$ cat config.mk
export PLATFORM = sky130hd
export DESIGN_NAME = l2_ewb
export DESIGN_NICKNAME = d
export VERILOG_FILES = /design/src/rtl/l2_ewb.sv
export SDC_FILE = /design/constraint.sdc
export NUM_CORES = 1
export LEC_CHECK = 0
export ABC_AREA = 1
export CAP_MARGIN = 20
export CORE_AREA = 2 2 427 429
export DETAILED_ROUTE_END_ITERATION = 6
export DIE_AREA = 0 0 429 431
export PLACE_DENSITY = 0.53
export RECOVER_POWER = 100
export SLEW_MARGIN = 40
export SYNTH_ARGS = -nofsm -noshare
export SYNTH_HDL_FRONTEND = slang
export SYNTH_SLANG_ARGS = --single-unit
$ cat constraint.sdc
create_clock -name clk -period 17.44 [get_ports clk]
set_clock_uncertainty 0.15 [all_clocks]
set_input_delay 4.36 -clock clk [delete_from_list [all_inputs] [get_ports clk]]
set_output_delay 4.36 -clock clk [all_outputs]
set_load 0.02 [all_outputs]
$ cat src/rtl/l2_ewb.sv
// Eviction write buffer between the L2 pmem port and physical memory: evictions are acked
// immediately and drained in FIFO order, line fills take priority. Define EWB_FWD_EN to serve reads from buffered lines.
module l2_ewb #(
    parameter int DEPTH = 2
) (
    input  logic         clk,
    input  logic         rst_n,
    input  logic         l2_read,
    input  logic         l2_write,
    input  logic [15:0]  l2_address,
    input  logic [15:0]  l2_waddress,
    input  logic [255:0] l2_wdata,
    output logic         l2_resp,
    output logic [255:0] l2_rdata,
    output logic         ewb_ready,
    output logic         pmem_read,
    output logic         pmem_write,
    output logic [15:0]  pmem_address,
    output logic [255:0] pmem_wdata,
    input  logic         pmem_resp,
    input  logic [255:0] pmem_rdata
);

    localparam int PTR_W = (DEPTH > 1) ? $clog2(DEPTH) : 1;
    localparam int CNT_W = $clog2(DEPTH + 1);

    typedef enum logic [1:0] {IDLE, READ, DRAIN} state_t;

    state_t             state_reg;
    logic [10:0]        line_mem [DEPTH];
    logic [255:0]       data_mem [DEPTH];
    logic [PTR_W-1:0]   head_reg;
    logic [PTR_W-1:0]   tail_reg;
    logic [CNT_W-1:0]   count_reg;
    logic [DEPTH-1:0]   valid_vec;
    logic [DEPTH-1:0]   hit_vec;
    logic               hit_any;
    logic               deq;
    logic               wr_accept;
    logic               read_req;
    logic               fwd_serve;
    logic               unused_bits;

    assign unused_bits = ^{l2_address[4:0], l2_waddress[4:0]};

    function automatic logic [PTR_W-1:0] ptr_inc(input logic [PTR_W-1:0] p);
        return (p == PTR_W'(DEPTH - 1)) ? '0 : p + 1'b1;
    endfunction

    // An entry is live when its distance from head is below the occupancy count.
    for (genvar gi = 0; gi < DEPTH; gi++) begin : g_slot
        logic [PTR_W-1:0] off;
        assign off           = PTR_W'(gi) - head_reg;
        assign valid_vec[gi] = CNT_W'(off) < count_reg;
        assign hit_vec[gi]   = valid_vec[gi] && (line_mem[gi] == l2_address[15:5]);
    end

    assign hit_any   = |hit_vec;
    assign deq       = (state_reg == DRAIN) && pmem_resp;
    // A slot freed by the drain completing this cycle can take the new eviction.
    assign wr_accept = l2_write && !l2_resp && ((count_reg < CNT_W'(DEPTH)) || deq);
    // The L2 still holds its old request while l2_resp is high; a write goes ahead of a read.
    assign read_req  = l2_read && !l2_write && !l2_resp;
    assign ewb_ready = count_reg < CNT_W'(DEPTH);

`ifdef EWB_FWD_EN
    logic [255:0]     fwd_data;
    logic [PTR_W-1:0] fwd_idx;

    // Walk oldest to youngest so the youngest matching copy is the one forwarded.
    always_comb begin
        fwd_data = '0;
        fwd_idx  = '0;
        for (int k = 0; k < DEPTH; k++) begin
            fwd_idx = head_reg + PTR_W'(k);
            if (hit_vec[fwd_idx]) begin
                fwd_data = data_mem[fwd_idx];
            end
        end
    end

    assign fwd_serve = read_req && hit_any && (state_reg != READ);
`else
    assign fwd_serve = 1'b0;
`endif

    always_ff @(posedge clk) begin
        if (wr_accept) begin
            line_mem[tail_reg] <= l2_waddress[15:5];
            data_mem[tail_reg] <= l2_wdata;
        end
    end

    always_ff @(posedge clk or negedge rst_n) begin
        if (!rst_n) begin
            head_reg  <= '0;
            tail_reg  <= '0;
            count_reg <= '0;
        end else begin
            if (wr_accept) begin
                tail_reg <= ptr_inc(tail_reg);
            end
            if (deq) begin
                head_reg <= ptr_inc(head_reg);
            end
            if (wr_accept && !deq) begin
                count_reg <= count_reg + 1'b1;
            end else if (!wr_accept && deq) begin
                count_reg <= count_reg - 1'b1;
            end
        end
    end

    always_ff @(posedge clk or negedge rst_n) begin
        if (!rst_n) begin
            state_reg    <= IDLE;
            l2_resp      <= 1'b0;
            l2_rdata     <= '0;
            pmem_read    <= 1'b0;
            pmem_write   <= 1'b0;
            pmem_address <= '0;
            pmem_wdata   <= '0;
        end else begin
            l2_resp <= wr_accept || fwd_serve;
`ifdef EWB_FWD_EN
            if (fwd_serve) begin
                l2_rdata <= fwd_data;
            end
`endif
            case (state_reg)
                IDLE: begin
                    if (read_req && !hit_any) begin
                        pmem_read    <= 1'b1;
                        pmem_address <= {l2_address[15:5], 5'b0};
                        state_reg    <= READ;
                    end else if (count_reg != '0) begin
                        // Also the hazard path: a read to a buffered line drains until no match.
                        pmem_write   <= 1'b1;
                        pmem_address <= {line_mem[head_reg], 5'b0};
                        pmem_wdata   <= data_mem[head_reg];
                        state_reg    <= DRAIN;
                    end
                end
                READ: begin
                    if (pmem_resp) begin
                        pmem_read <= 1'b0;
                        l2_rdata  <= pmem_rdata;
                        l2_resp   <= 1'b1;
                        state_reg <= IDLE;
                    end
                end
                DRAIN: begin
                    if (pmem_resp) begin
                        pmem_write <= 1'b0;
                        state_reg  <= IDLE;
                    end
                end
                default: state_reg <= IDLE;
            endcase
        end
    end

endmodule
Word level (Yosys, flattened, before mapping) --
Memory sizes are Yosys's and may differ from the RTL's. A register that Yosys moved wholly into a read port is not among the register bits. Index checks and enable logic that the tools add are counted.
Storage, ports and cells: memories 2, input port bits 549, output and inout bits 532, logic and storage cells 83, register bits after elaboration 281, bits in writable memories 534
Cells by class: order comparisons 3, bitwise logic cells 1, $add $sub $neg 6, equality and inequality tests 11, muxes and demuxes 20, reduce and logical (&&, ||, !) cells 31
Memory list:
- data_mem | words 2, width 256, read ports 1, clocked after Yosys merged registers in 1, wr ports 1, RTL line 31 | logic [255:0] data_mem [DEPTH];
- line_mem | words 2, width 11, read ports 3, clocked after Yosys merged registers in 0, wr ports 1, RTL line 30 | logic [10:0] line_mem [DEPTH];
Operators by type and width (number):
- two-way mux 16 bit | 2
- == test 11 bit | 2
- logical AND 1 bit | 10
- two-way mux 1 bit | 10
- two-way mux 2 bit | 5
- != test 2 bit (second input constant) | 5
- nonzero test 2 bit | 5
- logical NOT 1 bit | 6
- AND reduction 2 bit | 3
- AND reduction 3 bit | 2
- less-than comparator 1 x 2 -> 1 bit | 2
- one-hot mux 1 bit (2 select lines) | 2
- one-hot mux 2 bit (2 select lines) | 1
- AND reduction 4 bit | 1
- OR reduction 2 bit | 2
- != test 3 bit (second input constant) | 1
- adder 1 bit (second input constant) | 2
- adder 2 x 1 -> 2 bit (second input constant) | 1
- == test 2 x 1 -> 1 bit (second input constant) | 1
- == test 2 bit (second input constant) | 1
- logical NOT 2 bit | 1
- less-than comparator 2 bit (second input constant) | 1
- != test 2 x 1 -> 1 bit (second input constant) | 1
- subtractor 1 bit (first input constant) | 2
- other kinds (3) | 3

Depth between registers and ports, before layout --
Gate-level depths: netlist (run 1).
depth after elaboration 8, gate-level depth with buffers 13, mapped depth without buffers 11

Least setup slack after synthesis (run 1) --
Ideal clock, no wire load.
path kind input-to-reg, from input pmem_resp, to memory data_mem[1][0], enable pin, library setup time 0.900 ns, path slack 0.520 ns, arrival time 15.869 ns, stages on the path 6, buffers on the path 0, required time 16.390 ns, cells stage by stage nand2_1 -> nand2_1 -> nand2_1 -> nor2_1 -> inv_1 -> nor2_1
On the way: cells in the longest elaborated chain, start to end 5
Ends and longest elaborated chain:
- from (decl) | RTL line 20 | input logic pmem_resp,
- logical AND 1 bit | RTL line 59 | assign deq = (state_reg == DRAIN) && pmem_resp;
- logical OR 1 bit | RTL line 61 | assign wr_accept = l2_write && !l2_resp && ((count_reg < CNT_W'(DEPTH)) || deq);
- logical AND 1 bit | RTL line 61
- via wr_accept | RTL line 39 | logic wr_accept;
- two-way mux 1 bit | RTL line 88 | if (wr_accept) begin
- two-way mux 1 bit (implied by the code) | RTL line 90 | data_mem[tail_reg] <= l2_wdata;
- to (decl) | RTL line 31
The timed path passes the listed nets, and every way through them passes these cells.

Worst setup path in the final report (run 1) --
from input pmem_resp, to register l2_rdata[133]
On the way: cells in the longest elaborated chain, start to end 1
Ends and longest elaborated chain:
- AND reduction 2 bit (no line)
- to (signal assigned) | RTL line 147 | l2_rdata <= pmem_rdata;
- to (decl) | RTL line 14 | output logic [255:0] l2_rdata,
Every way passes these cells. A chain may end at the register's enable or synchronous reset.

==> results.md, run 1 <==
* Outcome: complete, but fails checks
* Violated checks: capacitance limit, slew limit
* Post-Synth XOR/XNOR Area at 0.00264
* Setup crit start kind: input pin
* Hold path endpoint: pmem_wdata[203]
* Largest net degree at the start of global routing at between 100 and 150
* Seq cells post-synth at approximately 1100
* Post-DR wirelength/cell at 20.3 microns
* Layout net count at 4865
* Slowest stage cell on the critical path: clkbuf_1
* Crit path max fanout at approximately 100
* CTS tree: done
* RR Startpoint: state_reg[1]
* CTS Sinks at between 1000 and 1500
* Vias at approximately 27000
* Syn Inst Count at around 3200
* Congestion Overflow GR at 0
* Crit path arrival time at ~12 ns
* Global-route wire length before repair at a little under 200000 microns
* Worst reg2reg path depth at 7
* Hold Crit Class: reg -> reg
* RSZ-0062 raised after global routing: no
* Root Buffer: clkbuf_16
* Buf+Inv Stages, Crit Path at 4
* PD cells at roughly 190 mW/mm^2
* Total track usage at 0.146
* Max-cap violations at 13
* Syn Area/Cell at approximately 12 sq um
* Compound-cell area share of the yosys netlist at 0.00352
* Cell Area, Synth at roughly 0.040 sq mm
* Simple-gate area share of the yosys netlist at 0.159
* Layout cell share with drive strength beyond 1 at 0.108
* Clock transition at the registers of the reported paths at around 0.06 ns
* Slew at the pin with the worst max-slew slack at roughly 4.6 ns
* Yosys warns at 0
* Synth top area share at 0.402
* Cell Chain, Critical Path: dlygate4sd3_1, nand2_1, clkbuf_1, clkbuf_1, buf_16, mux2_2
* Min-delay src: pmem_wdata[203]
* Vias in the first global route at about 27000
* Setup CP Type: in -> reg
* Max FFs per register at roughly 510
* Initial DRC Count at 1374
* Effective utilization at floorplan at 0.221
* Cts repair resizes at 0
* TNS Setup at 0 ns
* Max Freq at between 0.08 and 0.09 GHz
* Final Util at 0.319
* Met3 Use GR at 0.0343
* DR DRC count at 0
* Count of input and output buffers at 1065
* Largest family of logic cells by synthesized area: simple AND/OR/NAND/NOR gates
* Final slew viol count at about 630
* Most frequent CP cell: clkbuf_1
* DP Area at about 0.053 sq mm
* Biggest register: data_mem
* GPL Wtd Cong at roughly 0.81
* CP peak stage delay at 2.67 ns
* Pre-antenna DRT Iters at 5
* Most used routing layer: met2
* Yosys cell types at 25
* CTS Buf Count at 120
* Mux cell area share after synthesis at 0.0723
* R2R Path End: l2_rdata[133]
* Worst-Skew Late Latency at around 0.75 ns
* Non-filler cells, final at 6827
* Die area at 0.185 sq mm
* Synth area leader: edfxtp_1
* Num ports at 1081
* Synth Area in Adders at 0.00126
* CP endpoint kind: flop
* Final setup viols at 0
* Sequential-to-total area share from yosys stat at 0.736
* Placed cells at 6552
* Max-slew headroom at -2.05
* GR Util met1 at 0.147
* Final Hold Fails at 0
* Clk buf depth at 3
* Post-CTS Hold Buffers at 0
* CORE AREA at 0.180 sq mm
* # Post-CTS Setup Buffers at 0
* Die Ht at 431 microns
* Initial antenna violation count at 130
* HPWL Detailed at approximately 95000 microns
* Tmin final at about 12 ns
* Die width at 429 microns
* R2R setup slack at approximately 9.0 ns
* Post-route cell area at between 0.05 and 0.06 sq mm
* Row Count at roughly 160
* Routed WL at approximately 140000 microns
* Crit path max-delay family: buffers and inverters
* Post-route antenna net violation count at 0
* Lkg Pwr at 24.8 nW
* Hold path cells at 2
* Worst path required time at 17.93 ns
* Grt met2 use at 0.276
* Maximum vdd ir drop at roughly 0.11 mV
* Final period utilization at 0.683
* Leading cell types by total area after synthesis: edfxtp_1 (40%), dfrtp_1 (33%), nand2_1 (16%)
* Post-DR vias/cell at roughly 4
* H-Tree Depth at 3
* Synth-to-layout area growth at 44.2%
* Top flop regs: data_mem x512, l2_rdata x256, pmem_wdata x256
final cells by class:
| type | instances | area, sq um |
|---|---|---|
| Clock inverter | 62 | 739 |
| Timing Repair Buffer | 1097 | 11200 |
| Clock buffer | 168 | 3450 |
| Tap cell | 2370 | 2970 |
| Fill cell | 18197 | 123000 |
| Multi-Input combinational cell | 1990 | 9540 |
| Inverter | 37 | 153 |
| Antenna cell | 37 | 92.6 |
| Sequential cell | 1066 | 29400 |
power by group:
group	total (mW)	switching (mW)	leakage (nW)	internal, mW
Sequential	3.90	0.347	11.4	3.55
Clock	2.67	1.08	2.05	1.59
Combinational	4.25	2.66	11.3	1.59
Total	10.8	4.09	24.8	6.73
through the flow:
stage	worst slack (ns)	power (mW)	hold WS (ns)
finish	5.52	10.8	0.320
global route	4.90	11.5	0.337
CTS	9.51	11.2	0.331
detailed placement	8.70	8.51	0.312
global placement	8.73	8.44	0.312
floorplan	0.520	6.40	0.317
worst max path at each step:
| stage | slack (ns) | cells past startpoint | to | startpoint |
|---|---|---|---|---|
| after floorplan | 0.52 | 6 | data_mem[1][0] | pmem_resp |
| after global placement | 8.73 | 11 | pmem_wdata[196] | l2_address[11] |
| after detailed placement | 8.70 | 11 | pmem_wdata[184] | l2_address[11] |
| after CTS | 9.51 | 11 | pmem_wdata[31] | l2_address[11] |
| after global routing | 4.90 | 6 | l2_rdata[137] | pmem_resp |
| final | 5.52 | 6 | l2_rdata[133] | pmem_resp |
cells by family after synthesis:
kind of cell,count (synthesis)
XOR/XNOR,12
other,1
flip-flops,1066
adder cells (fa/ha/maj),4
AO/OA/AOI/OAI,28
multiplexers,256
AND/OR/NAND/NOR,1685
buffers and inverters,189
Yosys cell counts (all sizes together):
master	instances
nand3	7
clkinv	2
xor2	2
nand2	1659
mux2	256
nor2	16
dfrtp	532
nor3b	1
buf	80
nand4	2
ha	4
inv	35
a21oi	2
xnor2	10
o21ai	26
clkbuf	72
conb	1
edfxtp	534
worst min-delay path, stage by stage (launching register included):
cell,delay [ns]
dfrtp_1,0.34
nand2_1,0.05
nand2_1,0.05
layout by cell type (no fill, tap or decap), types with 7 or more instances in the layout:
master and count:
edfxtp_1 534, dfrtp_1 531, mux2_2 256, bufinv_16 14, clkdlybuf4s50_1 267, o21ai_0 25
clkinv_1 9, buf_6 7, nor2_1 16, clkinv_2 23, clkbuf_8 18, dlygate4sd3_1 797
clkbuf_16 124, nand2_1 1659, inv_1 35, xnor2_1 10, diode_2 37, buf_16 11
clkbuf_1 36, nand3_1 7
per-layer routing:
| metal | share of wire | routed length (microns) |
|---|---|---|
| met1 | 0.35 | 48300 |
| met2 | 0.55 | 75600 |
| met3 | 0.053 | 7330 |
| met4 | 0.051 | 7070 |
| met5 | 0.00077 | 106 |
No activity file was read; power rests on OpenSTA's default activity.
==> inputs of run 2 (changes only) <==
==> constraint.sdc (replaced) <==
create_clock -name clk -period 11.55 [get_ports clk]
set_clock_uncertainty 0.15 [all_clocks]
set_input_delay 2.8875 -clock clk [delete_from_list [all_inputs] [get_ports clk]]
set_output_delay 2.8875 -clock clk [all_outputs]
set_load 0.02 [all_outputs]
==> results.md, run 2 (synthesis gave the netlist of run 1 again) <==
* Post-DR wirelength/cell at 20.4 microns
* Layout net count at ~5000
* PD cells at 281 mW/mm^2
* Vias in the first global route at roughly 27000
* Post-route antenna net violation count at 0
* Initial antenna violation count at 115
* Biggest register: data_mem
* Setup crit start kind: input pin
* Slew at the pin with the worst max-slew slack at ~3.8 ns
* HPWL Detailed at a little under 100000 microns
* CTS Buf Count at 118
* Most frequent cells in the layout: nand2_1 (1659), dlygate4sd3_1 (796), edfxtp_1 (534), dfrtp_1 (531), clkdlybuf4s50_1 (268)
* Worst reg2reg path depth at 10
* Grt met2 use at 0.279
* Final WS setup at ~3 ns
* R2R Path End: data_mem[1][168]
* Maximum vdd ir drop at 0.156 mV
* Final Hold Fails at 0
* Num ports at 1081
* GR Util met1 at 0.148
* Worst-Skew Late Latency at approximately 0.75 ns
* Max Freq at between 0.1 and 0.15 GHz
* Hold Crit Class: reg -> reg
* Effective utilization at floorplan at 0.221
* Post-DR vias/cell at 4.03
* Post-CTS Hold Buffers at 0
* Met3 Use GR at 0.0373
* Row Count at 156
* Non-filler cells, final at 6828
* Hold path endpoint: pmem_wdata[192]
* CP endpoint kind: flop
* H-Tree Depth at 3
* Max FFs per register at 512
* Max-slew headroom at -1.55
* Root Buffer: clkbuf_16
* Max-cap violations at 12
* Worst Hold Slack at around 0.32 ns
* Total track usage at 0.147
* Clk buf depth at 3
* Lkg Pwr at roughly 25 nW
* Cts repair resizes at 0
* Violated checks: capacitance limit, slew limit
* Final slew viol count at around 670
* Die width at 429 microns
* GPL Wtd Cong at between 0.8 and 0.9
* Layout cell share with drive strength beyond 1 at 0.104
* Most used routing layer: met2
* Pre-antenna DRT Iters at 5
* Clock transition at the registers of the reported paths at 0.06 ns
* Outcome: complete, but fails checks
* Initial DRC Count at approximately 1400
* DR DRC count at 0
* Congestion Overflow GR at 0
* Final setup viols at 0
* FILL cells at 18121
* Min-delay src: pmem_wdata[192]
* RSZ-0062 raised after global routing: no
* CTS tree: done
* TNS Setup at 0 ns
* Die area at 0.185 sq mm
* Vias at between 20000 and 30000
* Top flop regs: data_mem x512, l2_rdata x256, pmem_wdata x256
* Count of input and output buffers at ~1100
* Commonest non-fill, non-tap cell in the layout: nand2_1
* Largest net degree at the start of global routing at between 150 and 200
* Crit path max fanout at between 100 and 150
* R2R setup slack at around 5 ns
* Global-route wire length before repair at 197000 microns
* CTS Sinks at between 1000 and 1500
* Synth-to-layout area growth at 43.2%
* Total power at approximately 16 mW
* Die Ht at ~430 microns
* Worst slack, placed at between 4 and 5 ns
* CORE AREA at around 0.18 sq mm
* RR Startpoint: state_reg[0]
* Hold path cells at 2
* Final period utilization at 0.741
* Tmin final at roughly 8.6 ns
* Placed cells at between 6000 and 7000
* Worst path required time at ~12 ns
* Routed WL at roughly 140000 microns
* Crit path arrival time at 8.68 ns
* # Post-CTS Setup Buffers at 0
* Setup CP Type: in -> reg
-- run 2: cell count changes in the layout (fill, tap and decap cells not counted), sizes merged --
cell,before,now
clkbuf,178,181
bufinv,14,7
buf,23,22
diode,37,43
dlygate4sd3,797,796
clkinvlp,6,2
clkdlybuf4s50,267,268
clkinv,39,43
-- run 2: cell type report --
cell class	instances	area, sq um	share of cell area
flip-flops and latches	1066	29400	0.514
repair buffers	1098	11000	0.193
multi-input cells	1990	9550	0.167
clock buffers	169	3370	0.0590
well taps	2370	2970	0.0520
clock inverters	55	534	0.00936
inverters	37	154	0.00270
diodes	43	108	0.00189
-- run 2: through the flow --
step	util	area (sq um)
6_report	0.317	57100
5_1_grt	0.317	57000
4_1_cts	0.316	57000
3_5_place_dp	0.295	53100
3_3_place_gp	0.294	53000
2_1_floorplan	-	39900
-- run 2: how the worst max path moves through the flow --
stage / cells after the start / endpoint / from
floorplan: 6 / data_mem[1][0] / pmem_resp
finish: 9 / data_mem[1][168] / pmem_resp
CTS: 14 / pmem_wdata[249] / l2_address[14]
global placement: 14 / pmem_wdata[145] / l2_address[14]
global route: 9 / data_mem[1][172] / pmem_resp
detailed placement: 14 / pmem_wdata[174] / l2_address[14]
-- run 2: critical path: stages --
cell           delay, ns
dlygate4sd3_1       0.58
nand2_1             0.14
nand2_1             0.09
nand2_1             0.05
nor2_1              0.19
inv_1               0.13
nor2_4              0.08
clkbuf_1            1.61
clkbuf_2            2.64
-- run 2: per-layer routing --
| metal | vias up | share of wire | wire length, microns |
|---|---|---|---|
| met1 | 13345 | 0.35 | 48300 |
| li1 | 12829 | - | - |
| met2 | 945 | 0.55 | 76300 |
| met5 | - | 0.00049 | 68 |
| met4 | 12 | 0.047 | 6520 |
| met3 | 359 | 0.058 | 8080 |
-- run 2: where the power goes --
group          switching (mW)  internal, mW  leakage, nW
logic                    4.00          2.35         11.3
clock network            1.59          2.18         1.91
registers               0.548          5.37         11.4
